$ cat src/rtl/cmd_arbiter.sv
// cmd_arbiter: merges NREQ command streams onto one element command port.
// Each requester has a small private FIFO. A round-robin arbiter pops one
// entry per cycle while the element is ready. Overflows are discarded,
// flagged per requester and counted in a saturating drop counter.
module cmd_arbiter #(
    parameter int NREQ  = 4,
    parameter int AW    = 8,
    parameter int CW    = 64,
    parameter int DEPTH = 2,
    localparam int GW   = (NREQ > 1) ? $clog2(NREQ) : 1
) (
    input  logic                   clk,
    input  logic                   reset_n,
    input  logic [NREQ-1:0]        req_cstrobe,
    input  logic [NREQ*(AW+CW)-1:0] req_cmd,
    input  logic                   el_ready,
    output logic                   cstrobe_out,
    output logic [AW-1:0]          cmda_out,
    output logic [CW-1:0]          command_out,
    output logic [GW-1:0]          grant_id,
    output logic [NREQ-1:0]        collision,
    input  logic                   collision_clr,
    output logic [15:0]            drop_count
);

    localparam int EW   = AW + CW;
    localparam int PW   = $clog2(DEPTH);
    localparam int CNTW = PW + 1;

    logic [NREQ-1:0] not_empty;
    logic [NREQ-1:0] push;
    logic [NREQ-1:0] pop;
    logic [NREQ-1:0] drop;
    logic [EW-1:0]   head_data [NREQ];

    logic            grant_valid;
    logic [GW-1:0]   grant_idx;
    logic [GW:0]     cand;
    logic [GW-1:0]   rr_ptr_reg;
    logic [16:0]     drops_now;
    logic [16:0]     drop_sum;

    genvar gi;
    generate
        for (gi = 0; gi < NREQ; gi++) begin : g_fifo
            logic [EW-1:0]   mem [DEPTH];
            logic [PW-1:0]   wr_ptr_reg;
            logic [PW-1:0]   rd_ptr_reg;
            logic [CNTW-1:0] count_reg;
            logic            full;

            assign full          = (count_reg == CNTW'(DEPTH));
            assign not_empty[gi] = (count_reg != '0);
            assign pop[gi]       = grant_valid && (grant_idx == GW'(gi));
            // A full FIFO still accepts a push when it is popped in the same cycle.
            assign push[gi]      = req_cstrobe[gi] && (!full || pop[gi]);
            assign drop[gi]      = req_cstrobe[gi] && full && !pop[gi];
            assign head_data[gi] = mem[rd_ptr_reg];

            // Storage array: written on push, no reset needed since pointers define validity.
            always_ff @(posedge clk) begin
                if (push[gi]) begin
                    mem[wr_ptr_reg] <= req_cmd[gi*EW +: EW];
                end
            end

            // Pointer and occupancy bookkeeping; pointers wrap naturally at DEPTH.
            always_ff @(posedge clk or negedge reset_n) begin
                if (!reset_n) begin
                    wr_ptr_reg <= '0;
                    rd_ptr_reg <= '0;
                    count_reg  <= '0;
                end else begin
                    if (push[gi]) wr_ptr_reg <= wr_ptr_reg + 1'b1;
                    if (pop[gi])  rd_ptr_reg <= rd_ptr_reg + 1'b1;
                    count_reg <= count_reg + CNTW'(push[gi]) - CNTW'(pop[gi]);
                end
            end
        end
    endgenerate

    // Round-robin search: first non-empty FIFO at or after rr_ptr, wrapping.
    always_comb begin
        grant_valid = 1'b0;
        grant_idx   = '0;
        cand        = '0;
        for (int k = 0; k < NREQ; k++) begin
            cand = {1'b0, rr_ptr_reg} + (GW+1)'(k);
            if (cand >= (GW+1)'(NREQ)) cand = cand - (GW+1)'(NREQ);
            if (!grant_valid && not_empty[cand[GW-1:0]]) begin
                grant_valid = 1'b1;
                grant_idx   = cand[GW-1:0];
            end
        end
        grant_valid = grant_valid && el_ready;
    end

    // Number of commands discarded this cycle, added to the saturating counter.
    always_comb begin
        drops_now = '0;
        for (int k = 0; k < NREQ; k++) begin
            drops_now = drops_now + 17'(drop[k]);
        end
        drop_sum = {1'b0, drop_count} + drops_now;
    end

    // Round-robin pointer advances past the winner only when a grant happens.
    always_ff @(posedge clk or negedge reset_n) begin
        if (!reset_n) begin
            rr_ptr_reg <= '0;
        end else if (grant_valid) begin
            rr_ptr_reg <= (grant_idx == GW'(NREQ-1)) ? '0 : grant_idx + 1'b1;
        end
    end

    // Registered element-side outputs; data fields hold when no grant.
    always_ff @(posedge clk or negedge reset_n) begin
        if (!reset_n) begin
            cstrobe_out <= 1'b0;
            cmda_out    <= '0;
            command_out <= '0;
            grant_id    <= '0;
        end else begin
            cstrobe_out <= grant_valid;
            if (grant_valid) begin
                cmda_out    <= head_data[grant_idx][EW-1 -: AW];
                command_out <= head_data[grant_idx][CW-1:0];
                grant_id    <= grant_idx;
            end
        end
    end

    // Sticky overflow flags (a new drop beats a clear) and saturating drop total.
    always_ff @(posedge clk or negedge reset_n) begin
        if (!reset_n) begin
            collision  <= '0;
            drop_count <= '0;
        end else begin
            collision  <= (collision & ~{NREQ{collision_clr}}) | drop;
            drop_count <= drop_sum[16] ? 16'hFFFF : drop_sum[15:0];
        end
    end

endmodule

$ cat config.mk
export PLATFORM = sky130hd
export DESIGN_NAME = cmd_arbiter
export DESIGN_NICKNAME = d
export VERILOG_FILES = /design/src/rtl/cmd_arbiter.sv
export SDC_FILE = /design/constraint.sdc
export NUM_CORES = 1
export LEC_CHECK = 0
export ABC_AREA = 1
export CORE_ASPECT_RATIO = 1.2
export CORE_UTILIZATION = 30
export DETAILED_ROUTE_END_ITERATION = 10
export HOLD_SLACK_MARGIN = 0.06
export SETUP_SLACK_MARGIN = 0.5
export SLEW_MARGIN = 20
export SYNTH_ARGS = -nofsm -noshare
export SYNTH_HDL_FRONTEND = slang
export SYNTH_SLANG_ARGS = --single-unit
$ cat constraint.sdc
create_clock -name clk -period 7.35 [get_ports clk]
set_input_delay 2.205 -clock clk [delete_from_list [all_inputs] [get_ports clk]]
set_output_delay 2.205 -clock clk [all_outputs]
set_load 0.05 [all_outputs]
==> impl_metrics.ini <==
[setup_path]
worstPathArrival_ns = 6.23
startpoint_type = flip-flop
path_cells = inv_2, nand2_1, nand2_1, nand3_1, nand2_2, nor2_4, nand3_2, nand2_8, nand2_8, ha_1, nand2_1, nand4_1, fa_1, fa_1, inv_1, fa_1, nand2_1, nor3_1, nand3_1, nor2_1, inv_1, nor2_1, a31oi_1, a31oi_1
cp_slowest_cell = dfrtp_1
cpMostUsedCell = nand2_1
crit_buf_inv = 3
crit_family = simple AND/OR/NAND/NOR gates
r2r_slack_ns = 1.66
critPathMaxFanout = 81
worst-setup-path-type = reg -> reg
cp-end-kind = flip-flop
cpPeakStageDelay_ns = 0.62
cp.required_ns = 7.89

[die]
die-area_sq_mm = 0.0945
die_w_microns = 281
core_area_sq_mm = 0.0924
num_io_pins = 391
rows = 122
initial_utilization = 0.303
die_y_microns = 337

[timing]
clock.fmax_mhz = 176
maxSlewViolCount = 0
slew_headroom = 0.335
finClkSkew_ns = 0.0234
rsz0062_at_grt = false
setup_viol = 0
worstMarginPinSlew_ns = 0.995
final_hold_viol_count = 0
fin_hold_ws_ns = 0.481
min_period_over_period = 0.774
fin_crit_ns = 5.69
setup_tns_ns = 0

[finish]
area_delta_synth_final_pct = 27.3
top_regs = g_fifo.mem x576, command_out x64, drop_count x16
postLayoutCellArea_sq_mm = 0.0356
regMostFlops = g_fifo.mem
layout-drive-gt1-share = 0.0656
nNetsFinal = 2748
layout_commonest_cell = edfxtp_1
final_cell_mix = edfxtp_1 (576), nand2_1 (507), clkdlybuf4s50_1 (389)
final_cells = 3750
num-fill-cells = 8651
largest_register_ffs = 576

[clocking]
max-clock-path-buffers = 3
ctsResizeCount = 0
cts_num_sinks = 689
cts_hold_buf = 0
clk_latency_ns = 0.62
cts.htree.levels = 3
clk_pin_slew_worst_paths_ns = 0.06
postCtsSetupBuffers = 0
cts_tree = yes
cts_made_buffers = 74
cts_root_buffer = clkbuf_16

[drt]
vias = 17700
wl_per_cell_microns = 22.0
drt_wl_total_microns = 82400
first_iter_violations = 1306
vias_per_cell = 4.72
drc = 0
ant_nets = 0
first_pass_iters = 6

[synth]
ys_seq_area_frac = 0.719
ys_types = 32
synthesis.area_sq_mm = 0.0280
synth-seq-cells = 689
syn_avg_cell_area_sq_um = 13.6
ys.warnings.count = 0
synth_cells = 2060
syn_nets = 2370

[place]
portBuffers = 390
globalplace.congestion = 0.853
placed_area_sq_mm = 0.0332
placed_cells = 3601
dpl.hpwl_microns = 52900

[status]
status = finished, final reports clean

[power]
p_leak_nw = 13.9
ir_worst_vdd_uv = 442
power-per-cell-area_mw_per_mm2 = 480

[global_routing]
grt_overflow = 0
grt_pass1_wl_microns = 119000
antenna_found_initial = 21
first_global_vias = 18000
grt_start_max_net_pins = 86
track_usage = 0.173

[min_path]
hold_path.class = reg -> reg

[job]
max_cap_viol_count = 0
[power breakdown]
group | total, mW | internal [mW] | switching [mW]
logic | 7.30 | 2.36 | 4.94
registers | 6.11 | 5.49 | 0.614
clock network | 3.69 | 2.13 | 1.55
total | 17.1 | 9.98 | 7.11
[final cells by class]
class | count | area, sq um | area share
Timing Repair Buffer | 415 | 4160 | 0.117
Clock buffer | 103 | 2070 | 0.0582
Inverter | 53 | 213 | 0.00597
Sequential cell | 689 | 20100 | 0.565
Clock inverter | 35 | 327 | 0.00917
Tap cell | 1240 | 1550 | 0.0436
Antenna cell | 10 | 25.0 | 0.000702
Multi-Input combinational cell | 1205 | 7130 | 0.200
[cells by family after synthesis]
logic type	after synthesis	synth area share
simple gates	872	0.134
fa+ha+maj	14	0.00707
buf+inv	166	0.0285
compound gates	17	0.00389
flops	689	0.719
mux	287	0.103
xor+xnor	15	0.00470
[worst min-delay path: cells and delay by family, from the launching register on]
family	cells	cell delay [ns]
DFF	1	0.34
and+or+nand+nor	2	0.10
[cells in the mapped netlist, drive strengths merged]
| master | number | share of area |
|---|---|---|
| edfxtp | 576 | 0.62 |
| nand2 | 510 | 0.069 |
| nand3 | 317 | 0.057 |
| mux2i | 287 | 0.10 |
| dfrtp | 113 | 0.10 |
| buf | 72 | 0.016 |
| inv | 53 | 0.0071 |
| clkbuf | 41 | 0.0055 |
| nor2 | 29 | 0.0042 |
| o21ai | 12 | 0.0021 |
| ha | 11 | 0.0049 |
| xnor2 | 10 | 0.0031 |
| nand4 | 7 | 0.0016 |
| xor2 | 5 | 0.0016 |
| nand3b | 4 | 0.0011 |
| fa | 3 | 0.0021 |
| or2 | 3 | 0.00067 |
| a31oi | 2 | 0.00045 |
| and3 | 1 | 0.00022 |
| nor3 | 1 | 0.00018 |
| o211ai | 1 | 0.00076 |
| o21a | 1 | 0.00027 |
| o31ai | 1 | 0.00027 |
[routing by layer]
layer | up-vias | track usage | routed length [microns]
met5 | - | 0 | 122
met4 | 20 | 0.0679 | 2790
met3 | 170 | 0.0423 | 5530
met2 | 618 | 0.291 | 40800
met1 | 8747 | 0.212 | 33100
li1 | 8153 | - | -
[stage by stage]
stage	worst slack [ns]	power, mW	utilization
2_1_floorplan	1.01	11.1	-
3_5_place_dp	1.63	13.6	0.359
4_1_cts	1.73	17.3	0.385
6_report	1.66	17.1	0.386
5_1_grt	1.18	18.2	0.386
3_3_place_gp	1.73	13.4	0.359
[worst paths after layout]
path                           startpoint                    to  cells after the start
min                        command_out[9]        command_out[9]                      2
max in group asynchronous         reset_n  g_fifo[1].rd_ptr_reg                      2
min in group asynchronous         reset_n           cstrobe_out                      1
max reg2reg                 rr_ptr_reg[0]        drop_count[14]                     24
max                         rr_ptr_reg[0]        drop_count[14]                     24
min reg2reg                command_out[9]        command_out[9]                      2
Power figures use the tool's default switching activity.
